$ cat config.mk
export PLATFORM = sky130hd
export DESIGN_NAME = prio_enc_rr
export DESIGN_NICKNAME = d
export VERILOG_FILES = /design/src/rtl/prio_enc_rr.sv
export SDC_FILE = /design/constraint.sdc
export NUM_CORES = 1
export LEC_CHECK = 0
export CAP_MARGIN = 40
export CORE_UTILIZATION = 49
export DETAILED_ROUTE_END_ITERATION = 12
export PLACE_DENSITY = 0.79
export SLEW_MARGIN = 20
export SYNTH_ARGS = -nofsm -noshare
export SYNTH_HDL_FRONTEND = slang
export SYNTH_SLANG_ARGS = --single-unit
$ cat constraint.sdc
create_clock -name clk -period 2.8 [get_ports clk]
set_clock_uncertainty 0.1 [all_clocks]
set_input_delay 0.56 -clock clk [delete_from_list [all_inputs] [get_ports clk]]
set_output_delay 0.56 -clock clk [all_outputs]
set_load 0.05 [all_outputs]
$ cat src/rtl/prio_enc_rr.sv
// Registered N-to-log2(N) encoder with sticky request buffering and a valid/ready output.
// Selection is fixed priority (MODE 0) or round-robin (MODE 1).
module prio_enc_rr #(
    parameter int N    = 8,
    parameter int MODE = 0,
    localparam int W   = ($clog2(N) > 1) ? $clog2(N) : 1
) (
    input  logic         clk,
    input  logic         rst_n,
    input  logic [N-1:0] i,
    input  logic         ready,
    input  logic         clr,
    output logic [W-1:0] y,
    output logic         valid,
    output logic         multi,
    output logic         ovf
);

    localparam logic [N-1:0] ONE  = {{(N-1){1'b0}}, 1'b1};
    localparam logic [W-1:0] LAST = W'(N - 1);

    logic [N-1:0] pend_q, pend_d;
    logic [W-1:0] ptr_q, ptr_d;
    logic [W-1:0] y_q, y_d;
    logic         valid_q, valid_d;
    logic         multi_q, multi_d;
    logic         ovf_q, ovf_d;

    logic [N-1:0] eff;
    logic [N-1:0] grant_mask;
    logic [W-1:0] sel;
    logic         load;
    logic         any_req;
    logic         multi_req;

    assign eff        = pend_q | i;
    assign load       = !valid_q || ready;
    assign any_req    = (eff != '0);
    assign multi_req  = ((eff & (eff - ONE)) != '0);
    assign grant_mask = ONE << sel;

    // Scan from the highest scan position down so the first hit in scan order is the last write.
    always_comb begin
        int idx;
        idx = 0;
        sel = '0;
        for (int k = N - 1; k >= 0; k--) begin
            if (MODE == 1) begin
                idx = int'(ptr_q) + k;
                if (idx >= N) begin
                    idx = idx - N;
                end
            end else begin
                idx = k;
            end
            if (eff[idx]) begin
                sel = W'(idx);
            end
        end
    end

    always_comb begin
        pend_d  = eff;
        ptr_d   = ptr_q;
        y_d     = y_q;
        valid_d = valid_q;
        multi_d = multi_q;
        ovf_d   = ovf_q;

        // A new overflow beats a simultaneous clear.
        if ((i & pend_q) != '0) begin
            ovf_d = 1'b1;
        end else if (clr) begin
            ovf_d = 1'b0;
        end

        if (load) begin
            if (any_req) begin
                y_d     = sel;
                valid_d = 1'b1;
                multi_d = multi_req;
                pend_d  = eff & ~grant_mask;
                if (MODE == 1) begin
                    ptr_d = (sel == LAST) ? '0 : sel + W'(1);
                end
            end else begin
                valid_d = 1'b0;
                multi_d = 1'b0;
                pend_d  = '0;
            end
        end
    end

    always_ff @(posedge clk or negedge rst_n) begin
        if (!rst_n) begin
            pend_q  <= '0;
            ptr_q   <= '0;
            y_q     <= '0;
            valid_q <= 1'b0;
            multi_q <= 1'b0;
            ovf_q   <= 1'b0;
        end else begin
            pend_q  <= pend_d;
            ptr_q   <= ptr_d;
            y_q     <= y_d;
            valid_q <= valid_d;
            multi_q <= multi_d;
            ovf_q   <= ovf_d;
        end
    end

    assign y     = y_q;
    assign valid = valid_q;
    assign multi = multi_q;
    assign ovf   = ovf_q;

endmodule

Word-level counts from Yosys, hierarchy flattened
Index checks and enable logic that the tools add are counted.

word-level totals
  register bits = 14
  input port bits = 12
  output and inout port bits = 6
  word-level logic and storage cells = 33

cells by class
  $add $sub $neg = 1
  shift-type cells = 1
  muxes and demuxes = 14
  bitwise logic cells = 5
  reduce and logical (&&, ||, !) cells = 7

operators with widths
  cell                                               number
  bitwise AND 8 bit                                  3
  2-to-1 mux 3 bit                                   8
  nonzero test 8 bit                                 3
  2-to-1 mux 8 bit                                   2
  inverter 8 bit                                     1
  OR 8 bit                                           1
  left shift 1 x 3 -> 8 bit (first input constant)   1
  subtractor 8 x 1 -> 8 bit (second input constant)  1
  2-to-1 mux 1 bit                                   4
  AND reduction 2 bit                                1
  nonzero test 2 bit                                 1
  logical NOT 1 bit                                  1
  logical OR 1 bit                                   1

Longest topological paths before layout
  word-level depth = 14
  depth in mapped cells = 5
  mapped depth without buffers = 5

Worst setup path after synthesis
Ideal clock, no wire load.

  path type = input to register
  start point = input i[1]
  end point = register pend_q[5]
  arrival = 1.508 ns
  slack = 1.071 ns
  stages = 5
  buffers on the path = 0
  path through = nor4_4 -> and3_1 -> and3_4 -> nand2_1 -> o22a_1

between the ends
  longest elaborated chain between the ends = 8
  elaborated cells between the ends (all ways) = 9
  classes of those cells = shift: 1; mux: 4; bitwise: 3; reduce/logical: 1

ends and longest elaborated chain
  item                           RTL line  source
  start, declared                10        input logic [N-1:0] i,
  OR 8 bit *                     36        assign eff = pend_q | i;
  2-to-1 mux 3 bit (2 in a row)  56        if (eff[idx]) begin
  left shift 1 x 3 -> 8 bit      40        assign grant_mask = ONE << sel;
  inverter 8 bit                 82        pend_d = eff & ~grant_mask;
  bitwise AND 8 bit              82
  2-to-1 mux 8 bit *             78        if (any_req) begin
  2-to-1 mux 8 bit *             77        if (load) begin
  net pend_d[5]                  22        logic [N-1:0] pend_q, pend_d;
  end signal, assigned           103       pend_q <= pend_d;
  end, declared                  22

Mark *: on every way through the listed nets, which the timed path passes. The rest lies on a longest branch.
A chain may end at the register's enable or synchronous reset.

Worst setup path after layout
  start point = input i[5]
  end point = register pend_q[4]

between the ends
  longest elaborated chain between the ends = 12
  elaborated cells between the ends (all ways) = 13
  classes of those cells = shift: 1; mux: 8; bitwise: 3; reduce/logical: 1

ends and longest elaborated chain
  item                           RTL line
  OR 8 bit *                     36
  2-to-1 mux 3 bit (6 in a row)  56
  left shift 1 x 3 -> 8 bit      40
  inverter 8 bit                 82
  bitwise AND 8 bit              82
  2-to-1 mux 8 bit *             78
  2-to-1 mux 8 bit *             77
  net pend_d[4]                  22

Marked as above.

==> key figures <==
Run status
  • Status: finished clean

Layout
  • Layout Cells excl Fill: 108
  • Layout area overhead: 31.2%
  • Antenna diodes: 0
  • # fillers: 96
  • Nets: 107
  • Layout cells sized above 1: 8.60%

Global route
  • Gr usage total: 28.9%
  • Antenna violations before repair: 0
  • Congestion Overflow GR: 0
  • First-pass GRT wire length: 2810 um
  • Vias in the first global route: 623
  • Largest net degree at the start of global routing: 15

Critical path
  • Worst Path Required: 2850 ps
  • CP Launch Type: input port
  • CP Max Fanout: 5
  • Critical path endpoint category: flop
  • Setup crit end: pend_q[4]$_DFF_PN0_
  • Register-to-register path setup slack: 1000 ps
  • CP arrival: 2180 ps
  • R2r startpoint: pend_q[5]$_DFF_PN0_
  • CP startpoint: i[5]
  • WS Path Type: input port to flop
  • FF-to-FF End: pend_q[4]$_DFF_PN0_
  • Worst R2R Path Depth: 5

Clock tree
  • Post-CTS Setup Bufs: 0
  • Root Driver: clkbuf_4
  • CTS Hold Bufs: 0
  • Clock Latency Late Sink: 280 ps
  • Clock-pin slew on the worst setup and hold paths: 80 ps
  • H-tree levels: 1
  • Post-CTS Resized: 0
  • Total CTS buffers: 3
  • CTS tree: done
  • Clock sinks: 14
  • Clock Path Buffers: 2

Route
  • Routed len/inst: 16.2 um
  • WL final: 1750 um
  • DRT antenna net count: 0
  • Drt drc: 0
  • TritonRoute pass-1 iters: 4
  • Vias per cell: 6.11
  • Via count: 660
  • Drt initial violations: 25

Die
  • Io pins: 18
  • Die Area: 1590 um^2
  • Initial core utilization: 53.3%
  • Die Y: 39.9 um
  • Die width: 39.9 um
  • Row cnt: 13
  • Core area: 1320 um^2

Synth
  • Yosys warns: 0
  • Synth top area share: 49.9%
  • Syn Nets: 84
  • Cell taking the most area after synthesis: dfrtp_1
  • Top cells by area, synth: dfrtp_1, o21ai_0, nor2_1
  • Number of synthesized register bits: 14
  • Synth Area per Inst: 9.75 um^2
  • Mapped Area: 702 um^2
  • Unique cell type count in the Yosys netlist: 29
  • Register area share after synthesis: 49.9%
  • Cells after synthesis: 72

STA
  • Endpoints failing hold: 0
  • Finish-stage setup viols: 0
  • Min Clock Period, post-route: 2130 ps
  • Setup TNS: 0 ps
  • Max Fclk: 0.469 GHz
  • Worst Tran Pin Value: 627 ps
  • Final Max Tran Viols: 0
  • RSZ-0062 raised after global routing: false
  • Period Utilization, post-route: 76.2%
  • Worst slew margin: 58.1%

Job
  • Max_cap viols: 0

Min path
  • Hold WC Path Type: flop to flop

Power
  • Power Dens Cells: 426 nW/um^2
  • Max rail drop VDD: 0.360 mV
  • Cell leakage power: 0.334 nW

Placement
  • DP Cell Count: 105
  • Buffers on Ports: 17
  • Dpl hpwl: 1290 um
  • GP Congestion: 0.934
power breakdown:
part | switching [W] | leakage, nW | internal (W) | total (W)
combinational | 0.0000355 | 0.175 | 0.0000274 | 0.0000629
clock | 0.0000646 | 0.0138 | 0.0000500 | 0.000115
sequential | 0.00000688 | 0.145 | 0.000208 | 0.000215
cells in the mapped netlist (all sizes together):
cell and instances:
a31oi 4, a21o 1, or2 1, or3 1
nor2b 1, nor2 9, a22oi 2, nand4 1
nand3 2, a22o 1, nor4 1, nand2 6
o31a 1, nand2b 1, o21ai 9, nor3 1
o22a 1, a21oi 5, and3 3, o22ai 1
o311ai 1, inv 2, a221oi 1, a222oi 1
a2111oi 1, dfrtp 14
routing by layer:
metal	global-route usage [%]	part of all wire [%]
met5	0	0
met4	14.7	1.1
met3	6.82	5.3
met2	48.0	50
met1	34.2	44
cell families after synthesis:
family	synth area share [%]
AO/OA/AOI/OAI	27.6
AND/OR/NAND/NOR	21.4
flip-flops	49.9
buffers and inverters	1.07
layout by cell type, fill, tap and decap left out:
master            n
and3_4            1
o21ai_0           7
and3_1            2
inv_1             2
o31a_1            1
o311ai_2          1
dfrtp_1          14
o22ai_1           1
a22oi_1           2
nand2b_1          1
a222oi_1          1
a2111oi_0         1
a22o_1            1
nor2_2            1
buf_4             1
nand2_1           6
a21o_1            1
o22a_1            1
nor3_1            1
or3_1             1
a221oi_1          1
a21oi_1           5
nand4_1           1
nor4_4            1
nand3_1           2
clkdlybuf4s50_1  17
nor2_1            8
nor2b_1           1
a31oi_1           4
or2_0             1
clkbuf_4          3
o21ai_1           2
through the flow:
| stage | total power (W) | setup WS, ps | hold WS [ps] | util (%) | area (um^2) |
|---|---|---|---|---|---|
| 2_1_floorplan | 0.000246 | 1070 | 164 | - | 702 |
| 3_3_place_gp | 0.000280 | 413 | 367 | 68.2 | 898 |
| 3_5_place_dp | 0.000281 | 390 | 368 | 68.2 | 898 |
| 4_1_cts | 0.000392 | 658 | 390 | 69.9 | 921 |
| 5_1_grt | 0.000408 | 461 | 425 | 69.9 | 921 |
| 6_report | 0.000392 | 666 | 390 | 69.9 | 921 |
worst min path at each step:
stage	startpoint	end	slack, ps	cells past startpoint
finish	y[2]$_DFFE_PN0P_	y[2]$_DFFE_PN0P_	390	1
global route	y[2]$_DFFE_PN0P_	y[2]$_DFFE_PN0P_	420	1
CTS	y[2]$_DFFE_PN0P_	y[2]$_DFFE_PN0P_	390	1
detailed placement	y[2]$_DFFE_PN0P_	y[2]$_DFFE_PN0P_	370	1
global placement	y[0]$_DFFE_PN0P_	y[0]$_DFFE_PN0P_	370	2
floorplan	rst_n	multi$_DFFE_PN0N_	160	0
cell type report:
class | count | area, um^2 | area share, %
timing repair buffer | 18 | 178 | 19.3
clock buffer | 3 | 22.5 | 2.45
multi-input combinational | 56 | 344 | 37.4
sequential | 14 | 350 | 38.0
tap | 15 | 18.8 | 2.04
inverter | 2 | 7.51 | 0.815
worst max-delay path: stages:
cell and delay (ps):
clkdlybuf4s50_1 470, nor2_1 270, o31a_1 190, o21ai_0 170, o311ai_2 380, a31oi_1 150
sequential cells by signal, indices dropped and copies added (netlist names):
register,count
ovf,1
pend_q,8
y,3
valid,1
multi,1
Power figures use the tool's default switching activity.
